## src/rtl/strength_bus_pkg.sv

```systemverilog
// Shared encodings for the strength-resolved bus keeper: drive strengths,
// tie-resolution modes and keeper states.
package strength_bus_pkg;

  localparam logic [1:0] STR_NONE   = 2'd0;
  localparam logic [1:0] STR_PULL   = 2'd1;
  localparam logic [1:0] STR_STRONG = 2'd2;
  localparam logic [1:0] STR_SUPPLY = 2'd3;

  localparam logic [1:0] MODE_WAND   = 2'd0;
  localparam logic [1:0] MODE_WOR    = 2'd1;
  localparam logic [1:0] MODE_STRICT = 2'd2;

  typedef enum logic [1:0] {
    ST_DECAYED = 2'd0,
    ST_DRIVEN  = 2'd1,
    ST_HELD    = 2'd2
  } bus_state_e;

endpackage

```

## src/rtl/bus_resolve_core.sv

```systemverilog
// Combinational resolver: finds the strongest active drivers and merges
// their data according to the tie mode, flagging disagreement among them.
module bus_resolve_core
  import strength_bus_pkg::*;
#(
  parameter int N_CH = 4,
  parameter int W    = 8
) (
  input  logic [N_CH-1:0]   drv_en,
  input  logic [N_CH*W-1:0] drv_data,
  input  logic [N_CH*2-1:0] drv_str,
  input  logic [1:0]        mode,
  output logic [W-1:0]      o_resolved,
  output logic              o_any_active,
  output logic              o_contention
);

  logic [1:0]   w_smax;
  logic [W-1:0] w_and;
  logic [W-1:0] w_or;
  logic [W-1:0] w_first;
  logic         w_have_first;
  logic         w_differ;

  always_comb begin
    w_smax = STR_NONE;
    for (int c = 0; c < N_CH; c++) begin
      if (drv_en[c] && (drv_str[c*2 +: 2] > w_smax)) w_smax = drv_str[c*2 +: 2];
    end
  end

  // The first winner is the reference; any other winner that disagrees is contention.
  always_comb begin
    w_and        = '1;
    w_or         = '0;
    w_first      = '0;
    w_have_first = 1'b0;
    w_differ     = 1'b0;
    for (int c = 0; c < N_CH; c++) begin
      if (drv_en[c] && (w_smax != STR_NONE) && (drv_str[c*2 +: 2] == w_smax)) begin
        w_and = w_and & drv_data[c*W +: W];
        w_or  = w_or | drv_data[c*W +: W];
        if (!w_have_first) begin
          w_first      = drv_data[c*W +: W];
          w_have_first = 1'b1;
        end else if (drv_data[c*W +: W] != w_first) begin
          w_differ = 1'b1;
        end
      end
    end
  end

  always_comb begin
    case (mode)
      MODE_WAND:   o_resolved = w_and;
      MODE_STRICT: o_resolved = w_first;
      default:     o_resolved = w_or;
    endcase
  end

  assign o_any_active = (w_smax != STR_NONE);
  assign o_contention = w_differ;

endmodule

```

## src/rtl/strength_bus_keeper.sv

```systemverilog
// Registered shared-bus resolver with a keeper that holds the last value for
// KEEP_CYCLES after release, then decays to DECAY_VAL.
module strength_bus_keeper
  import strength_bus_pkg::*;
#(
  parameter int             N_CH        = 4,
  parameter int             W           = 8,
  parameter int             KEEP_CYCLES = 16,
  parameter int             CNT_W       = 8,
  parameter logic [W-1:0]   DECAY_VAL   = '0
) (
  input  logic              clk,
  input  logic              rst_n,
  input  logic [N_CH-1:0]   drv_en,
  input  logic [N_CH*W-1:0] drv_data,
  input  logic [N_CH*2-1:0] drv_str,
  input  logic [1:0]        mode,
  input  logic              clr_cnt,
  output logic [W-1:0]      bus_out,
  output logic              bus_valid,
  output logic [1:0]        bus_state,
  output logic              contention,
  output logic [CNT_W-1:0]  contention_cnt
);

  localparam int KEEP_W = (KEEP_CYCLES > 0 && $clog2(KEEP_CYCLES + 1) > 1) ?
                          $clog2(KEEP_CYCLES + 1) : 1;
  localparam logic [KEEP_W-1:0] KEEP_LAST = KEEP_W'(KEEP_CYCLES - 1);

  logic [W-1:0]      w_resolved;
  logic              w_any_active;
  logic              w_contention;

  bus_state_e        r_state, w_state_nxt;
  logic [W-1:0]      r_bus, w_bus_nxt;
  logic [KEEP_W-1:0] r_keep_cnt, w_keep_nxt;
  logic              r_contention;
  logic [CNT_W-1:0]  r_cnt;

  bus_resolve_core #(.N_CH(N_CH), .W(W)) u_core (
    .drv_en       (drv_en),
    .drv_data     (drv_data),
    .drv_str      (drv_str),
    .mode         (mode),
    .o_resolved   (w_resolved),
    .o_any_active (w_any_active),
    .o_contention (w_contention)
  );

  always_comb begin
    w_state_nxt = r_state;
    w_bus_nxt   = r_bus;
    w_keep_nxt  = r_keep_cnt;
    if (w_any_active) begin
      w_state_nxt = ST_DRIVEN;
      w_keep_nxt  = '0;
      // Strict mode refuses to pick a winner when drivers disagree.
      if (!((mode == MODE_STRICT) && w_contention)) w_bus_nxt = w_resolved;
    end else begin
      case (r_state)
        ST_DRIVEN: begin
          w_keep_nxt = '0;
          if (KEEP_CYCLES > 0) begin
            w_state_nxt = ST_HELD;
          end else begin
            w_state_nxt = ST_DECAYED;
            w_bus_nxt   = DECAY_VAL;
          end
        end
        ST_HELD: begin
          if (r_keep_cnt == KEEP_LAST) begin
            w_state_nxt = ST_DECAYED;
            w_bus_nxt   = DECAY_VAL;
            w_keep_nxt  = '0;
          end else begin
            w_keep_nxt = r_keep_cnt + KEEP_W'(1);
          end
        end
        default: begin
          w_state_nxt = ST_DECAYED;
          w_bus_nxt   = DECAY_VAL;
        end
      endcase
    end
  end

  always_ff @(posedge clk or negedge rst_n) begin
    if (!rst_n) begin
      r_state      <= ST_DECAYED;
      r_bus        <= DECAY_VAL;
      r_keep_cnt   <= '0;
      r_contention <= 1'b0;
      r_cnt        <= '0;
    end else begin
      r_state      <= w_state_nxt;
      r_bus        <= w_bus_nxt;
      r_keep_cnt   <= w_keep_nxt;
      r_contention <= w_contention;
      if (clr_cnt)                                r_cnt <= '0;
      else if (w_contention && (r_cnt != '1))     r_cnt <= r_cnt + CNT_W'(1);
    end
  end

  assign bus_out        = r_bus;
  assign bus_valid      = (r_state != ST_DECAYED);
  assign bus_state      = r_state;
  assign contention     = r_contention;
  assign contention_cnt = r_cnt;

endmodule

```

## config.mk

```make
export PLATFORM = sky130hd
export DESIGN_NAME = strength_bus_keeper
export DESIGN_NICKNAME = d
export VERILOG_FILES = /design/src/rtl/strength_bus_pkg.sv /design/src/rtl/bus_resolve_core.sv /design/src/rtl/strength_bus_keeper.sv
export SDC_FILE = /design/constraint.sdc
export NUM_CORES = 1
export LEC_CHECK = 0
export ABC_CLOCK_PERIOD_IN_PS = 1900
export BUFFER_PORTS_ARGS = -buffer_cell sky130_fd_sc_hd__buf_2
export CAP_MARGIN = 10
export CORE_MARGIN = 2
export CORE_UTILIZATION = 45
export CTS_BUF_LIST = sky130_fd_sc_hd__clkbuf_4 sky130_fd_sc_hd__clkbuf_8 sky130_fd_sc_hd__clkbuf_16
export CTS_CLUSTER_SIZE = 24
export DETAILED_ROUTE_END_ITERATION = 16
export GPL_ROUTABILITY_DRIVEN = 1
export MAX_ROUTING_LAYER = met4
export PLACE_DENSITY = 0.82
export SLEW_MARGIN = 15
export SYNTH_ARGS = -nofsm -noshare
export SYNTH_HDL_FRONTEND = slang
export SYNTH_SLANG_ARGS = --single-unit
```

## constraint.sdc

```tcl
create_clock -name clk -period 1.9 [get_ports clk]
set_clock_uncertainty 0.15 [all_clocks]
set_input_delay 0.38 -clock clk [delete_from_list [all_inputs] [get_ports clk]]
set_output_delay 0.38 -clock clk [all_outputs]
set_load 0.01 [all_outputs]
```

* Word-level counts from Yosys, hierarchy flattened
Index checks and enable logic that the tools add are counted.
Cells by class: $add $sub $neg 2, eq/ne operators 15, multiplexer cells 43, reduce and logical (&&, ||, !) cells 20, bitwise logic cells 6, $lt $le $gt $ge 4
Operator list (number):
- 8-bit two-way mux | 19
- 8-bit one-hot mux with 2 select lines | 2
- 8-bit bitwise AND | 3
- 8-bit != test | 3
- 8-bit OR | 3
- 1-bit logical AND | 14
- 1-bit two-way mux | 12
- 2-bit two-way mux | 6
- 5-bit two-way mux | 2
- 5-bit one-hot mux with 2 select lines | 1
- 8-bit by 1-bit adder with 8-bit output (second input constant) | 1
- 2-bit == test | 4
- 8-bit != test (second input constant) | 1
- 2-bit > comparator | 3
- 2-bit nonzero test | 3
- 5-bit by 1-bit adder with 5-bit output (second input constant) | 1
- 5-bit by 4-bit == test with 1-bit output (second input constant) | 1
- 2-bit == test (second input constant) | 2
- 2-bit one-hot mux with 2 select lines | 1
- 3-bit by 2-bit != test with 1-bit output (second input constant) | 1
- 3-bit AND reduction | 1
- 3-bit nonzero test | 1
- 2-bit by 1-bit == test with 1-bit output (second input constant) | 1
- 2-bit by 1-bit > comparator with 1-bit output (second input constant) | 1
- other kinds (3) | 3
Word-level totals: flip-flop bits (word level) 24, output and inout bits 20

* Depth between registers and ports, before layout
word-level depth 29, depth in mapped cells 31, depth with buffers taken out 28

* Cells and area by module
A second synthesis with hierarchy kept.
Unflattened totals: cell total of the unflattened synthesis 412, area total of the unflattened synthesis 3134.3 um^2
By module, submodules not included:
- bus_resolve_core | area each 1990.7 um^2, cells an instance 305, times used 1
- strength_bus_keeper | area each 1143.6 um^2, cells an instance 107, times used 1

* Worst setup path before layout
No wires, ideal clock.
kind input -> register, start in drv_str[1], end reg r_bus[2] (netlist: bus_out[2]), setup slack -4843 ps, required time 1628 ps, library setup time 122 ps, data arrival time 6471 ps, stages on the path 29, path through and2_1 inv_2 ha_1 nor2b_1 o21ai_0 mux2_2 ha_1 and4bb_1 a311oi_1 mux2_2 nor3_1 ha_1 nor2b_1 o211ai_1 o2111ai_1 a221oi_2 and2_1 buf_2 buf_2 nand3_1 ha_1 nor4_1 a21oi_1 a32o_1 nor4_1 a31oi_1 a31oi_4 o22ai_1 a32o_1
Between the ends: longest elaborated chain between the ends 29, elaborated cells between the ends (all ways) 68, those cells by class 4 x order compare; 10 x eq/ne; 33 x mux; 6 x bitwise; 15 x reduce/logical
RTL lines:
- from (decl) | line strength_bus_keeper.sv:16 | input logic [N_CH*2-1:0] drv_str,
- 2-bit by 1-bit > comparator with 1-bit output | line bus_resolve_core.sv:28 | if (drv_en[c] && (drv_str[c*2 +: 2] > w_smax)) w_smax = drv_str[c*2 +: 2];
- 1-bit logical AND | line bus_resolve_core.sv:28
- 2-bit two-way mux | line bus_resolve_core.sv:28
- 2-bit > comparator | line bus_resolve_core.sv:28
- 1-bit logical AND | line bus_resolve_core.sv:28
- 2-bit two-way mux | line bus_resolve_core.sv:28
- 2-bit > comparator | line bus_resolve_core.sv:28
- 1-bit logical AND | line bus_resolve_core.sv:28
- [... 13 more ...]
- 1-bit two-way mux | line bus_resolve_core.sv:43 | if (!w_have_first) begin
- 1-bit two-way mux | line bus_resolve_core.sv:40 | if (drv_en[c] && (w_smax != STR_NONE) && (drv_str[c*2 +: 2] == w_smax)) begin
- 1-bit two-way mux | line bus_resolve_core.sv:46 | end else if (drv_data[c*W +: W] != w_first) begin
- 1-bit two-way mux | line bus_resolve_core.sv:43
- 1-bit two-way mux | line bus_resolve_core.sv:40
- 1-bit logical AND | line strength_bus_keeper.sv:58 | if (!((mode == MODE_STRICT) && w_contention)) w_bus_nxt = w_resolved;
- 2-bit != test (no line)
- 3-bit AND reduction (no line)
- to (signal assigned) | line strength_bus_keeper.sv:96 | r_bus <= w_bus_nxt;
- to (decl) | line strength_bus_keeper.sv:35 | logic [W-1:0] r_bus, w_bus_nxt;
Several ways; a longest one is shown, not always the timed one. The select of a mux whose other input is x is not followed. A chain may end at the register's enable or synchronous reset.

* Worst setup path after layout
start in drv_str[1], end reg r_bus[5] (netlist: bus_out[5])
The elaborated chain is that of the path after synthesis.

==> results.yml <==
power_and_ir_drop:
  p_sw_mw: 1.80
  p_int_mw: 2.21
  switching_share: 0.449
  p_per_area_nw_per_um2: 674
  p_seq_frac: 0.168
  p_clk_frac: 0.117
  ir_worst_vdd_mv: 0.335
  p_leak_nw: 2.74
  comb_power_share: 0.715
  total_power_mw: 4.00
final_layout:
  fin_cells: 777
  drive_gt1_frac: 0.525
  num-nets-final: 746
  multi_input_area_um2: 3120
  diodes: 0
  syn_to_final_growth_pct: 81.7
  fill_cells: 432
  seq_area_um2: 601
  design_area_um2: 5940
sta:
  fmax_mhz: 144
  hold_violations: 0
  rsz0062_at_grt: "yes"
  finalSetupViolCount: 24
  fin_ws_ps: -5050
  fin_crit_ps: 6950
  slew_viol_final: 0
  worst_pin_slew_ps: 889
  period_share: 3.66
  maxSlewHeadroom: 0.401
setup_path:
  worstPathArrival_ps: 6970
  start_kind: "input pin"
  critical_path_class: "in -> reg"
  required_ps: 1920
  slowest_delay_ps: 710
  end_kind: "register"
  cpMostUsedCell: "buf_4"
  cpMaxStageDelayCell: "o41ai_2"
  cp_max_fo: 8
floorplan:
  chipWidth_um: 89.2
  boundaryPins: 69
  die_area_um2: 7960
  start_util: 0.458
  core_area_um2: 7140
  die_height_um: 89.2
  rows: 31
placement:
  hpwl_um: 12100
  place_ws_ps: -4860
  io_buffers: 68
  placed_area_um2: 5040
  globalplace.congestion: 1.18
  placedCellCount: 742
detailed_routing:
  drc: 0
  drtIter0Drc: 830
  finalWirelength_um: 20000
  via_count: 5397
  final_antenna_net_count: 0
  avgViaCountPerCell: 6.95
  dr.pass1.iters: 8
  post_drt_wl_per_cell_um: 25.8
synth:
  synth_edf_count: 0
  synthesis.nets: 507
  synth_area_um2: 3270
  synthTopCellsByArea: "dfrtp_1 (18%), ha_1 (6.9%), nand3_1 (4.7%), nand2_1 (4.4%), inv_1 (3.6%)"
  ys.warnings.count: 0
  ys_ff_latch: 24
  synth_top_area_cell: "dfrtp_1"
  avgSynthCellArea_um2: 7.42
  synth_ff_type: "dfrtp_1"
  synthCells: 440
  seq_area_frac_synth: 0.184
  synth_top_area_frac: 0.184
  async_flop_share: 1.00
  ys_types: 64
clock_tree:
  cts_root_buffer: "clkbuf_8"
  clock_sinks: 24
  cts_buffers: 3
  clock_latency_ps: 280
  cts-htree-levels: 1
  clk_pin_slew_ps: 100
  cts_tree: "yes"
  cts.path.max_buffers: 2
global_routing:
  grt_max_degree: 25
  gr-total-overflow: 0
  grt_pass1_vias: 4839
  antenna_found_initial: 0
  grt_pass1_wl_um: 24300
  track_usage: 0.410
run:
  maxCapViolCount: 0
outcome:
  violations: "setup timing"
  status: "finished, violations left"
hold_path:
  hold_path_class: "in -> reg"
kinds of logic after synthesis:
kind of cell,Yosys count,share of synthesized area
multiplexers,9,0.0303
buffers and inverters,54,0.0632
XOR/XNOR,4,0.0107
adder cells (fa/ha/maj),18,0.0689
AO/OA/AOI/OAI,169,0.387
flip-flops,24,0.184
AND/OR/NAND/NOR,162,0.256
flip-flops by register name, summed over array words and instances (netlist names):
name / cells
contention: 1
bus_out: 8
bus_state: 2
r_keep_cnt: 5
contention_cnt: 8
synth_stat cells (6+ instances only):
library cell  count
a21oi_1          23
nor2b_1          11
a22oi_1           6
mux2_2            6
a32o_1            8
a22o_1           11
ha_1             18
nor2_1           29
nor3_1            6
a31oi_1           7
o2111ai_1         8
dfrtp_1          24
nand3_1          31
o21ai_0          22
o22ai_1          13
and3_1           13
nand4_1           6
nand2_1          38
clkbuf_1         16
a2111oi_0         6
o211ai_1          7
and2_1           11
inv_1            31
o2bb2ai_1         6
per-layer routing:
metal	share of wire	up-vias	routed length, um	GRT usage
li1	-	2212	-	-
met3	0.13	209	2510	0.0452
met2	0.45	537	8920	0.698
met4	0.10	0	2060	0.263
met1	0.33	2439	6540	0.452
met5	0	-	0	-
critical path, delay by kind of cell:
family	cells	cell delay (ps)
AO/OA/AOI/OAI	10	2830
XOR/XNOR	1	200
adder cells (fa/ha/maj)	3	760
buffers and inverters	7	1090
multiplexers	2	630
AND/OR/NAND/NOR	7	1060
path summary, 6_finish.rpt:
| kind | from | endpoint | slack, ps | depth (start not counted) |
|---|---|---|---|---|
| max | drv_str[1] | bus_out[5]$_DFFE_PN0P_ | -5050 | 30 |
| min | clr_cnt | contention_cnt[6]$_DFFE_PN0P_ | 290 | 2 |
| max reg2reg | r_keep_cnt[0]$_DFFE_PN0P_ | bus_out[5]$_DFFE_PN0P_ | -180 | 6 |
| min reg2reg | bus_out[6]$_DFFE_PN0P_ | bus_out[6]$_DFFE_PN0P_ | 360 | 1 |
| max in group asynchronous | rst_n | contention_cnt[2]$_DFFE_PN0P_ | 750 | 2 |
| min in group asynchronous | rst_n | contention_cnt[7]$_DFFE_PN0P_ | 480 | 2 |
metrics by stage:
stage,TNS [ps],util,hold WS [ps]
2_1_floorplan,-88620,-,-65.6
3_3_place_gp,-91380,0.707,220
3_5_place_dp,-98250,0.707,232
4_1_cts,-84230,0.764,289
5_1_grt,-107080,0.832,305
6_report,-101640,0.832,294
repair_timing:
| item | in CTS | in global routing |
|---|---|---|
| setup endpoints to repair | 24 | 24 |
| hold buffers | 1 | 0 |
| hold endpoints to repair | 24 | 0 |
| resized for setup | 42 | 62 |
| buffers inserted | 10 | 20 |
| cloned | 1 | 1 |
| pin swaps | 32 | 31 |
power groups by stage:
stage                     Clock, mW  Sequential, mW  Combinational (mW)
after CTS                     0.451           0.654                2.28
final                         0.470           0.673                2.86
after global placement            0           0.657                2.01
after floorplan                   0           0.687                1.03
after detailed placement          0           0.657                2.06
after global routing          0.483           0.677                3.00
final cells by class:
cell class / count / area share
clock buffer: 3 / 0.00695
clock inverter: 1 / 0.00506
inverter: 33 / 0.0213
multi-input combinational: 362 / 0.525
sequential: 24 / 0.101
tap: 99 / 0.0209
timing repair buffer: 255 / 0.320
layout by cell type (no fill, tap or decap), types with 6 or more instances in the layout:
cell type	instances
a21oi_1	16
a21oi_2	7
a22o_1	11
a22oi_1	6
a31oi_1	6
a32o_1	8
and2_4	6
and3_1	9
buf_2	67
buf_4	167
buf_6	13
dfrtp_1	24
ha_1	7
ha_4	11
inv_1	30
nand2_1	34
nand3_1	21
nand3_4	7
nand4_1	6
nor2_1	27
nor2b_1	9
o2111ai_1	6
o211ai_1	7
o21ai_0	18
o22ai_1	12
Power figures use the tool's default switching activity.
